## src/rtl/layer_stream_driver.sv

```systemverilog
// Streams V input vectors of N words to a layer over valid/ready and collects
// the M result words per vector into a host-readable result memory.
module layer_stream_driver #(
  parameter int N = 6,
  parameter int M = 8,
  parameter int T = 16,
  parameter int V = 4,
  localparam int LAW = $clog2(V*N),
  localparam int RAW = $clog2(V*M)
) (
  input  logic           clk,
  input  logic           reset,
  input  logic           load_en,
  input  logic [LAW-1:0] load_addr,
  input  logic [T-1:0]   load_data,
  input  logic           start,
  output logic           m_valid,
  input  logic           m_ready,
  output logic [T-1:0]   m_data,
  input  logic           s_valid,
  output logic           s_ready,
  input  logic [T-1:0]   s_data,
  input  logic [RAW-1:0] rd_addr,
  output logic [T-1:0]   rd_data,
  output logic           busy,
  output logic           done
);

  localparam int IW = (N > 1) ? $clog2(N) : 1;
  localparam int JW = (M > 1) ? $clog2(M) : 1;
  localparam int VW = (V > 1) ? $clog2(V) : 1;
  localparam logic [IW-1:0] I_LAST = IW'(N-1);
  localparam logic [JW-1:0] J_LAST = JW'(M-1);
  localparam logic [VW-1:0] V_LAST = VW'(V-1);

  typedef enum logic [1:0] {IDLE, SEND, RECV, DONE} state_t;

  state_t        state, state_nxt;
  logic [VW-1:0] v, v_nxt;
  logic [IW-1:0] i, i_nxt;
  logic [JW-1:0] j, j_nxt;

  logic [T-1:0]   in_mem  [V*N];
  logic [T-1:0]   res_mem [V*M];
  logic [LAW-1:0] in_idx;
  logic [RAW-1:0] res_idx;

  assign in_idx  = LAW'(int'(v)*N + int'(i));
  assign res_idx = RAW'(int'(v)*M + int'(j));

  // m_data is a direct read of the current word, so a load in the same cycle
  // as start is already visible on the first transfer.
  assign m_data = (state == SEND) ? in_mem[in_idx] : '0;

  always_ff @(posedge clk) begin
    if (reset) begin
      state <= IDLE;
      v     <= '0;
      i     <= '0;
      j     <= '0;
    end else begin
      state <= state_nxt;
      v     <= v_nxt;
      i     <= i_nxt;
      j     <= j_nxt;
    end
  end

  always_comb begin
    state_nxt = state;
    v_nxt     = v;
    i_nxt     = i;
    j_nxt     = j;
    m_valid   = 1'b0;
    s_ready   = 1'b0;
    busy      = 1'b0;
    done      = 1'b0;
    case (state)
      IDLE, DONE: begin
        done = (state == DONE);
        if (start) begin
          state_nxt = SEND;
          v_nxt     = '0;
          i_nxt     = '0;
          j_nxt     = '0;
        end
      end
      SEND: begin
        m_valid = 1'b1;
        busy    = 1'b1;
        if (m_ready) begin
          if (i == I_LAST) begin
            i_nxt     = '0;
            state_nxt = RECV;
          end else begin
            i_nxt = i + 1'b1;
          end
        end
      end
      RECV: begin
        s_ready = 1'b1;
        busy    = 1'b1;
        if (s_valid) begin
          if (j == J_LAST) begin
            j_nxt = '0;
            if (v == V_LAST) begin
              state_nxt = DONE;
            end else begin
              v_nxt     = v + 1'b1;
              state_nxt = SEND;
            end
          end else begin
            j_nxt = j + 1'b1;
          end
        end
      end
      default: state_nxt = IDLE;
    endcase
  end

  // Memories keep their contents across reset.
  always_ff @(posedge clk) begin
    if (load_en && !busy && (int'(load_addr) < V*N))
      in_mem[load_addr] <= load_data;
    if (state == RECV && s_valid)
      res_mem[res_idx] <= s_data;
  end

  always_ff @(posedge clk) begin
    if (reset)
      rd_data <= '0;
    else if (int'(rd_addr) < V*M)
      rd_data <= res_mem[rd_addr];
    else
      rd_data <= '0;
  end

endmodule

```

## config.mk

```make
export PLATFORM = sky130hd
export DESIGN_NAME = layer_stream_driver
export DESIGN_NICKNAME = d
export VERILOG_FILES = /design/src/rtl/layer_stream_driver.sv
export SDC_FILE = /design/constraint.sdc
export NUM_CORES = 1
export LEC_CHECK = 0
export ABC_AREA = 1
export BUFFER_PORTS_ARGS = -buffer_cell sky130_fd_sc_hd__buf_2
export CAP_MARGIN = 15
export CELL_PAD_IN_SITES_DETAIL_PLACEMENT = 1
export CELL_PAD_IN_SITES_GLOBAL_PLACEMENT = 1
export CORE_MARGIN = 3
export CORE_UTILIZATION = 45
export DETAILED_ROUTE_END_ITERATION = 10
export HOLD_SLACK_MARGIN = 0.12
export PLACE_DENSITY = 0.81
export SETUP_SLACK_MARGIN = 0.1
export SYNTH_ARGS = -nofsm -noshare
export SYNTH_HDL_FRONTEND = slang
export SYNTH_SLANG_ARGS = --single-unit
```

## constraint.sdc

```tcl
create_clock -name clk -period 5.2 [get_ports clk]
set_clock_uncertainty 0.1 [all_clocks]
set_input_delay 0.52 -clock clk [delete_from_list [all_inputs] [get_ports clk]]
set_output_delay 0.52 -clock clk [all_outputs]
set_load 0.02 [all_outputs]
```

; Yosys cells after proc, flatten, opt, wreduce, memory -nomap -nowiden
; Memories as Yosys holds them, arrays and structs flattened. A register that Yosys moved wholly into a read port is not among the register bits.
; Cells that the tools add are included.
[totals]
reg_bits = 10
mem_bits_rw = 896
out_inout_bits = 36
memories = 2
[memory_table]
columns = memory, depth, word_bits, read_ports, rd_clocked_by_memory_dff, wr, line_no
row1 = res_mem, 32, 16, 1, 1, 1, 44  ; logic [T-1:0] res_mem [V*M];
row2 = in_mem, 24, 16, 1, 0, 1, 43  ; logic [T-1:0] in_mem [V*N];
[op_classes]
add_sub_neg = 5
n_mul = 1
n_lt_le_gt_ge = 1
eq_ne = 12
muxes = 28
n_reduce_logical = 13
[ops]
columns = op, n
row1 = $mux W2, 10
row2 = $mux W16, 1
row3 = $mux W3, 5
row4 = $pmux W3 S2, 2
row5 = $add A5 B3 Y5, 2
row6 = $ne A2 B2 Y1 const B, 5
row7 = $reduce_and A5 Y1, 2
row8 = $mux W1, 8
row9 = $add A3 B1 Y3 const B, 2
row10 = $eq A2 B2 Y1 const B, 3
row11 = $eq A3 B3 Y1 const B, 2
row12 = $pmux W2 S3, 1
row13 = $reduce_and A3 Y1, 2
row14 = $lt A5 B5 Y1 const B, 1
row15 = $mul A2 B2 Y4 const B, 1
row16 = $pmux W2 S2, 1
row17 = $reduce_bool A2 Y1, 2
row18 = $reduce_or A2 Y1, 2
row19 = $logic_and A1 B1 Y1, 3
row20 = $add A2 B1 Y2 const B, 1
row21 = $eq A2 B1 Y1 const B, 1
row22 = $logic_not A2 Y1, 1
row23 = $ne A2 B1 Y1 const B, 1
row24 = $logic_not A1 Y1, 1

; Longest topological paths before layout
; Gate-level depths: netlist (run 1).
[logic_depth]
ltp_word = 8
depth_mapped = 12
ltp_nobuf = 11

; Least setup slack after synthesis (run 1)
; OpenSTA, ideal clock, no wires.
[synth_timing]
path_kind = reg-to-output
start = register v[0]
end = output port m_data[11]
arrival_time_ps = 2384
path_slack_ps = 2196
stages_incl_launch_ff = 11
cell_sequence = dfxtp_1 inv_1 ha_1 fa_1 inv_1 buf_2 buf_1 nand3_1 nand3_1 nand2_1 a21oi_1
[synth_between]
elab_chain_cells = 4
[synth_lines]
columns = element, line_no
row1 = from (decl), 39  ; logic [VW-1:0] v, v_nxt;
row2 = from (signal assigned), 63  ; v <= v_nxt;
row3 = $mul A2 B2 Y4, 48  ; assign in_idx = LAW'(int'(v)*N + int'(i));
row4 = $add A5 B3 Y5, 48
row5 = $mem_v2 Z24 W16, --
row6 = $mux W16, 53  ; assign m_data = (state == SEND) ? in_mem[in_idx] : '0;
row7 = to (decl), 19  ; output logic [T-1:0] m_data,
; Every way passes these cells.

; Final worst setup path (run 1)
[layout_timing]
start = register v[0]
end = output port m_data[8]
; Same word-level chain as after synthesis.

==> results of run 1 <==
## final cells by class
class | count | area [um2]
fill | 8554 | 40500
antenna | 2 | 5.00
sequential | 922 | 27400
clock inverter | 43 | 463
timing repair buffer | 157 | 1100
multi-input combinational | 2032 | 8830
tap | 1070 | 1340
inverter | 36 | 151
clock buffer | 130 | 2560
## per-layer routing
| metal | part of all wire | global-route usage | routed length (um) |
|---|---|---|---|
| met1 | 0.38 | 0.315 | 42800 |
| met2 | 0.51 | 0.450 | 57500 |
| met3 | 0.062 | 0.0339 | 6890 |
| met4 | 0.042 | 0.112 | 4710 |
| met5 | 0 | 0 | 0 |
## worst paths after layout
check,from,end,slack [ps]
max reg2reg,state[0]$_SDFFE_PP0P_,in_mem[10][6]$_DFFE_PP_,1700
max,v[0]$_SDFFE_PP0P_,m_data[8],670
min reg2reg,j[1]$_SDFFE_PP0P_,j[1]$_SDFFE_PP0P_,420
min,load_data[10],in_mem[22][10]$_DFFE_PP_,250
## state kept, by name, summed over array words and instances, names as in the netlist
name and flops:
v 2, rd_data 16, i 3, res_mem 512, state 2, in_mem 384
j 3
## logic make-up after synthesis
logic type      after synthesis
simple gates               1934
flops                       922
buf+inv                     225
compound gates               80
fa+ha+maj                    16
xor+xnor                      2
## through the flow
stage	total power [mW]	area (um2)	hold WS [ps]
finish	18.4	41900	247
floorplan	10.6	37600	368
global placement	11.7	38700	394
CTS	18.5	41800	204
global route	19.1	41900	237
detailed placement	11.8	38800	410
## worst max-delay path, stage by stage, from the launching register on
cell and delay, ps:
dfxtp_1 460, inv_1 130, ha_1 370, fa_2 480, inv_2 750, nand3_1 190, nand3_1 200, nand2_1 130
a21oi_1 290, buf_2 230
## cell usage in the layout (no fill, tap or decap), types with 2 or more instances in the layout
| cell | synthesis | final |
|---|---|---|
| buf_4 | 41 | 64 |
| inv_1 | 28 | 27 |
| a211oi_1 | 3 | 3 |
| buf_2 | 71 | 81 |
| buf_6 | 34 | 2 |
| edfxtp_1 | 896 | 896 |
| o211ai_1 | 2 | 2 |
| nand3_1 | 688 | 688 |
| inv_6 | 1 | 3 |
| nor2_2 | 0 | 13 |
| inv_2 | 4 | 3 |
| dfxtp_1 | 26 | 25 |
| diode_2 | 0 | 2 |
| ha_1 | 15 | 14 |
| nand2_1 | 1077 | 1077 |
| clkbuf_8 | 0 | 2 |
| nor2_1 | 167 | 154 |
| buf_12 | 2 | 5 |
| a21oi_1 | 27 | 27 |
| clkinvlp_4 | 0 | 3 |
| clkinv_1 | 2 | 17 |
| xnor2_2 | 2 | 2 |
| clkbuf_16 | 0 | 97 |
| buf_16 | 0 | 2 |
| clkbuf_1 | 32 | 32 |
| o21ai_1 | 16 | 16 |
| clkinv_8 | 0 | 2 |
| bufinv_16 | 0 | 8 |
| o21ai_0 | 31 | 31 |
| clkinv_2 | 0 | 12 |
## power breakdown
part,internal [mW],switching [mW]
logic,0.855,2.61
registers,8.23,0.0435
clock network,3.85,2.85
total,12.9,5.50
## synthesized netlist by cell type, drive strengths merged
cell | number | area share
o21ai | 47 | 0.0063
o21a | 1 | 0.00020
nand3 | 688 | 0.092
nand2 | 1077 | 0.11
buf | 157 | 0.030
or2 | 1 | 0.00017
edfxtp | 896 | 0.72
o211ai | 2 | 0.00040
a21oi | 27 | 0.0036
inv | 34 | 0.0036
clkinv | 2 | 0.00020
a211oi | 3 | 0.00060
ha | 15 | 0.0050
fa | 1 | 0.00053
nand4 | 1 | 0.00017
xnor2 | 2 | 0.00087
nor2 | 167 | 0.017
clkbuf | 32 | 0.0032
dfxtp | 26 | 0.014
==> flow_metrics.py, run 1 <==
metrics = {
    "run_status": {
        "status": "completed",
    },
    "routing": {
        "ant_nets": 0,
        "dr.pass1.iters": 5,
        "wire_per_inst_um": 25.5,
        "avgViaCountPerCell": 5.83,
        "remaining_drc_errors": 0,
        "first_iter_violations": 2479,
        "num_vias": 25600,
        "routed_wl_mm": 112,
    },
    "job": {
        "maxCapViolations": 0,
    },
    "yosys": {
        "yosysWarnings": 0,
        "synthXorXnorAreaFrac": 0.000865,
        "synth_cell_type_count": 27,
        "synthCells": 3179,
        "avgSynthCellArea_um2": 11.8,
        "seq_area_frac_synth": 0.730,
        "synth_compound_area_frac": 0.0111,
        "synth_top_family_by_area": "simple AND/OR/NAND/NOR gates",
        "synthesis.nets": 3243,
        "synthMuxAreaShare": 0,
        "post_synth_and_or_nand_nor_area_fraction": 0.216,
        "synthAdderAreaFrac": 0.00553,
        "synth_area_um2": 37600,
        "yosys_register_bits": 922,
    },
    "sta": {
        "max_freq_ghz": 0.221,
        "fin_crit_sh": 0.871,
        "max_slew.worst_pin.slew_ps": 1210,
        "maxSlewHeadroom": 0.193,
        "setup_viol": 0,
        "setup_slack_ps": 669,
        "finalCriticalPeriod_ps": 4530,
        "rsz0062_at_grt": "no",
        "final_hold_viol_count": 0,
        "slew_viol_final": 0,
        "tns_ps": 0,
    },
    "finish": {
        "nNetsFinal": 3308,
        "drive_above_1_share": 0.0928,
        "final_cells": 4392,
        "utilization": 0.508,
        "syn2layout_area_growth_pct": 11.4,
    },
    "floorplanning": {
        "die_y_um": 295,
        "fp.coreArea_um2": 82400,
        "design.portCount": 84,
        "rows": 105,
        "start_util": 0.456,
        "dieArea_um2": 87000,
        "die_w_um": 295,
    },
    "clock_tree": {
        "cts_setup_buffers": 0,
        "clock_latency_ps": 640,
        "cts_tree": "done",
        "cts_root_buffer": "clkbuf_16",
        "clk_pin_slew_ps": 60,
        "h-tree-depth": 3,
        "cts.sinks": 922,
        "cts_resized": 0,
        "cts_buffers": 95,
        "cts_buffer_depth": 3,
        "ctsHoldBuffers": 1,
    },
    "hold_path": {
        "hold_depth": 1,
        "hold_class": "in2reg",
    },
    "grt": {
        "grt_pass1_vias": 26900,
        "grt_max_degree": 194,
        "antenna_found_initial": 2,
        "grt.total_usage": 0.255,
        "grt_pass1_wl_mm": 167,
        "grt_overflow": 0,
    },
    "placed_design": {
        "dpl.hpwl_mm": 66.0,
        "dpl.cell_count": 4212,
        "port-buffer-count": 83,
        "gp_congestion": 0.813,
        "pre_cts_ws_ps": 1480,
    },
    "critical_path": {
        "start_kind": "flop",
        "r2r_cells": 7,
        "cp.arrival_ps": 3910,
        "critical_path_required_ps": 4580,
        "crit_path_max_fanout": 48,
        "crit_type": "reg2out",
        "end_kind": "output port",
    },
    "power": {
        "peakVddDrop_v": 0.000353,
        "p_per_area_nw_per_um2": 440,
        "leakagePower_nw": 15.0,
    },
}
Note: power is estimated with default switching activity, not from simulation.
==> run 2: changes to the inputs <==
--- a/config.mk
+++ b/config.mk
@@ -6,6 +6,7 @@
 export NUM_CORES = 1
 export LEC_CHECK = 0
 export ABC_AREA = 1
+export ABC_CLOCK_PERIOD_IN_PS = 5200
 export BUFFER_PORTS_ARGS = -buffer_cell sky130_fd_sc_hd__buf_2
 export CAP_MARGIN = 15
 export CELL_PAD_IN_SITES_DETAIL_PLACEMENT = 1
@@ -14,8 +15,10 @@
 export CORE_UTILIZATION = 45
 export DETAILED_ROUTE_END_ITERATION = 10
 export HOLD_SLACK_MARGIN = 0.12
+export MAX_ROUTING_LAYER = met4
 export PLACE_DENSITY = 0.81
 export SETUP_SLACK_MARGIN = 0.1
+export SKIP_CTS_REPAIR_TIMING = 1
 export SYNTH_ARGS = -nofsm -noshare
 export SYNTH_HDL_FRONTEND = slang
 export SYNTH_SLANG_ARGS = --single-unit
==> run 2 against run 1 <==
- sequential share of layout area barely moved
- critical path depth did not move
- highest routed layer unchanged
- routed wire length rose by 0.14%
- final area barely moved
- first-iteration DRC count rose by 4.0%
- clock-buffer cell count did not move
- register-to-register slack improved by 90 ps
==> flow_metrics.py, run 2 (synthesis gave the netlist of run 1 again) <==
metrics = {
    "clock_tree": {
        "h-tree-depth": 3,
        "cts_buffer_depth": 3,
        "clock_latency_ps": 640,
        "clk_pin_slew_ps": 60,
        "cts.sinks": 922,
        "cts_buffers": 95,
        "cts_root_buffer": "clkbuf_16",
        "cts_tree": "done",
    },
    "sta": {
        "tns_ps": 0,
        "max_freq_ghz": 0.222,
        "slew_viol_final": 0,
        "setup_viol": 0,
        "finalCriticalPeriod_ps": 4500,
        "rsz0062_at_grt": "no",
        "final_hold_viol_count": 0,
        "max_slew.worst_pin.slew_ps": 1220,
        "fin_crit_sh": 0.866,
        "maxSlewHeadroom": 0.183,
        "setup_slack_ps": 697,
    },
    "floorplanning": {
        "design.portCount": 84,
        "die_w_um": 295,
        "dieArea_um2": 87000,
        "die_y_um": 295,
        "start_util": 0.456,
        "rows": 105,
        "fp.coreArea_um2": 82400,
    },
    "critical_path": {
        "cp.arrival_ps": 3880,
        "crit_path_max_fanout": 48,
        "path_buf_inv": 3,
        "crit_chain": "inv_1 -> ha_1 -> fa_2 -> inv_2 -> nand3_1 -> nand3_1 -> nand2_1 -> a21oi_1 -> buf_2",
        "crit_top_cell": "nand3_1",
        "crit_type": "reg2out",
        "timing.rr.start": "state[0]$_SDFFE_PP0P_",
        "start_kind": "flop",
        "critical_path_required_ps": 4580,
        "slowest_stage": "inv_2",
        "end_kind": "output port",
        "slowest_delay_ps": 760,
        "crit_start": "v[0]$_SDFFE_PP0P_",
        "cp_top_family": "buffers and inverters",
    },
    "finish": {
        "nNetsFinal": 3307,
        "multi_input_area_um2": 8830,
        "final_cells": 4391,
        "most-common-layout-cells": "1077 x nand2_1, 896 x edfxtp_1, 688 x nand3_1",
        "n_fill_cell": 8555,
        "largest_register": "res_mem",
        "final_common_cell": "nand2_1",
        "register_area_um2": 27400,
        "largest_reg_flops": 512,
        "syn2layout_area_growth_pct": 11.4,
        "largest_registers": "res_mem x512, in_mem x384, rd_data x16",
        "drive_above_1_share": 0.0925,
    },
    "hold_path": {
        "worstHoldStart": "load_data[10]",
        "hold_class": "in2reg",
    },
    "placed_design": {
        "pre_cts_ws_ps": 1480,
        "dpl.cell_count": 4212,
        "gp_congestion": 0.825,
        "port-buffer-count": 83,
        "dpl.hpwl_mm": 66.0,
    },
    "grt": {
        "grt.total_usage": 0.263,
        "grt_pass1_wl_mm": 167,
        "grt_pass1_vias": 26900,
        "grt_max_degree": 194,
        "grt_overflow": 0,
        "antenna_found_initial": 2,
    },
    "job": {
        "maxCapViolations": 0,
    },
    "power": {
        "power_frac_comb": 0.188,
        "internal_power_mw": 12.9,
        "seq_power_share": 0.449,
        "p_sw_mw": 5.51,
        "peakVddDrop_v": 0.000352,
        "p_clk_frac": 0.364,
        "switching_share": 0.299,
        "p_per_area_nw_per_um2": 441,
        "leakagePower_nw": 15.0,
    },
    "routing": {
        "wire_per_inst_um": 25.5,
        "first_iter_violations": 2577,
        "remaining_drc_errors": 0,
        "dr.pass1.iters": 5,
        "num_vias": 25600,
        "ant_nets": 0,
        "routed_wl_mm": 112,
        "avgViaCountPerCell": 5.84,
    },
    "run_status": {
        "status": "completed",
    },
}
## run 2: cell count changes in the layout (fill, tap and decap cells not counted)
cell,previous run,this run
buf_4,64,63
## run 2: through the flow
step	power (mW)	utilization	hold WS, ps	instance area, um2
after floorplan	10.6	-	368	37600
after global placement	11.7	0.470	394	38700
after detailed placement	11.8	0.471	410	38800
after CTS	18.5	0.508	29.9	41800
after global routing	19.1	0.508	237	41900
final	18.5	0.508	243	41900
## run 2: layer usage
metal  vias up  global-route usage  wire length, um  share of wire
li1      11200                   -                -              -
met2      1112               0.451            57700           0.51
met5         -                   -                0              0
met3       244              0.0333             7040          0.063
met1     13000               0.314            42600           0.38
met4         0               0.111             4700          0.042
## run 2: final timing paths
check	to	slack, ps	cells after the start
max	m_data[8]	700	9
max reg2reg	in_mem[10][6]$_DFFE_PP_	1790	7
min	in_mem[22][10]$_DFFE_PP_	240	1
min reg2reg	j[1]$_SDFFE_PP0P_	420	2
## run 2: power by group through the flow
stage / sequential (mW) / clock, mW / combinational [mW]
5_1_grt: 8.28 / 7.05 / 3.75
4_1_cts: 8.28 / 6.77 / 3.44
2_1_floorplan: 8.43 / 0 / 2.16
6_report: 8.28 / 6.71 / 3.46
3_5_place_dp: 8.43 / 0 / 3.37
3_3_place_gp: 8.43 / 0 / 3.25
## run 2: area by class of cell
type / instances / share of cell area
Sequential cell: 922 / 0.655
Multi-Input combinational cell: 2032 / 0.211
Clock buffer: 130 / 0.0612
Tap cell: 1070 / 0.0320
Timing Repair Buffer: 156 / 0.0261
Clock inverter: 43 / 0.0111
Inverter: 36 / 0.00362
Antenna cell: 2 / 0.000120
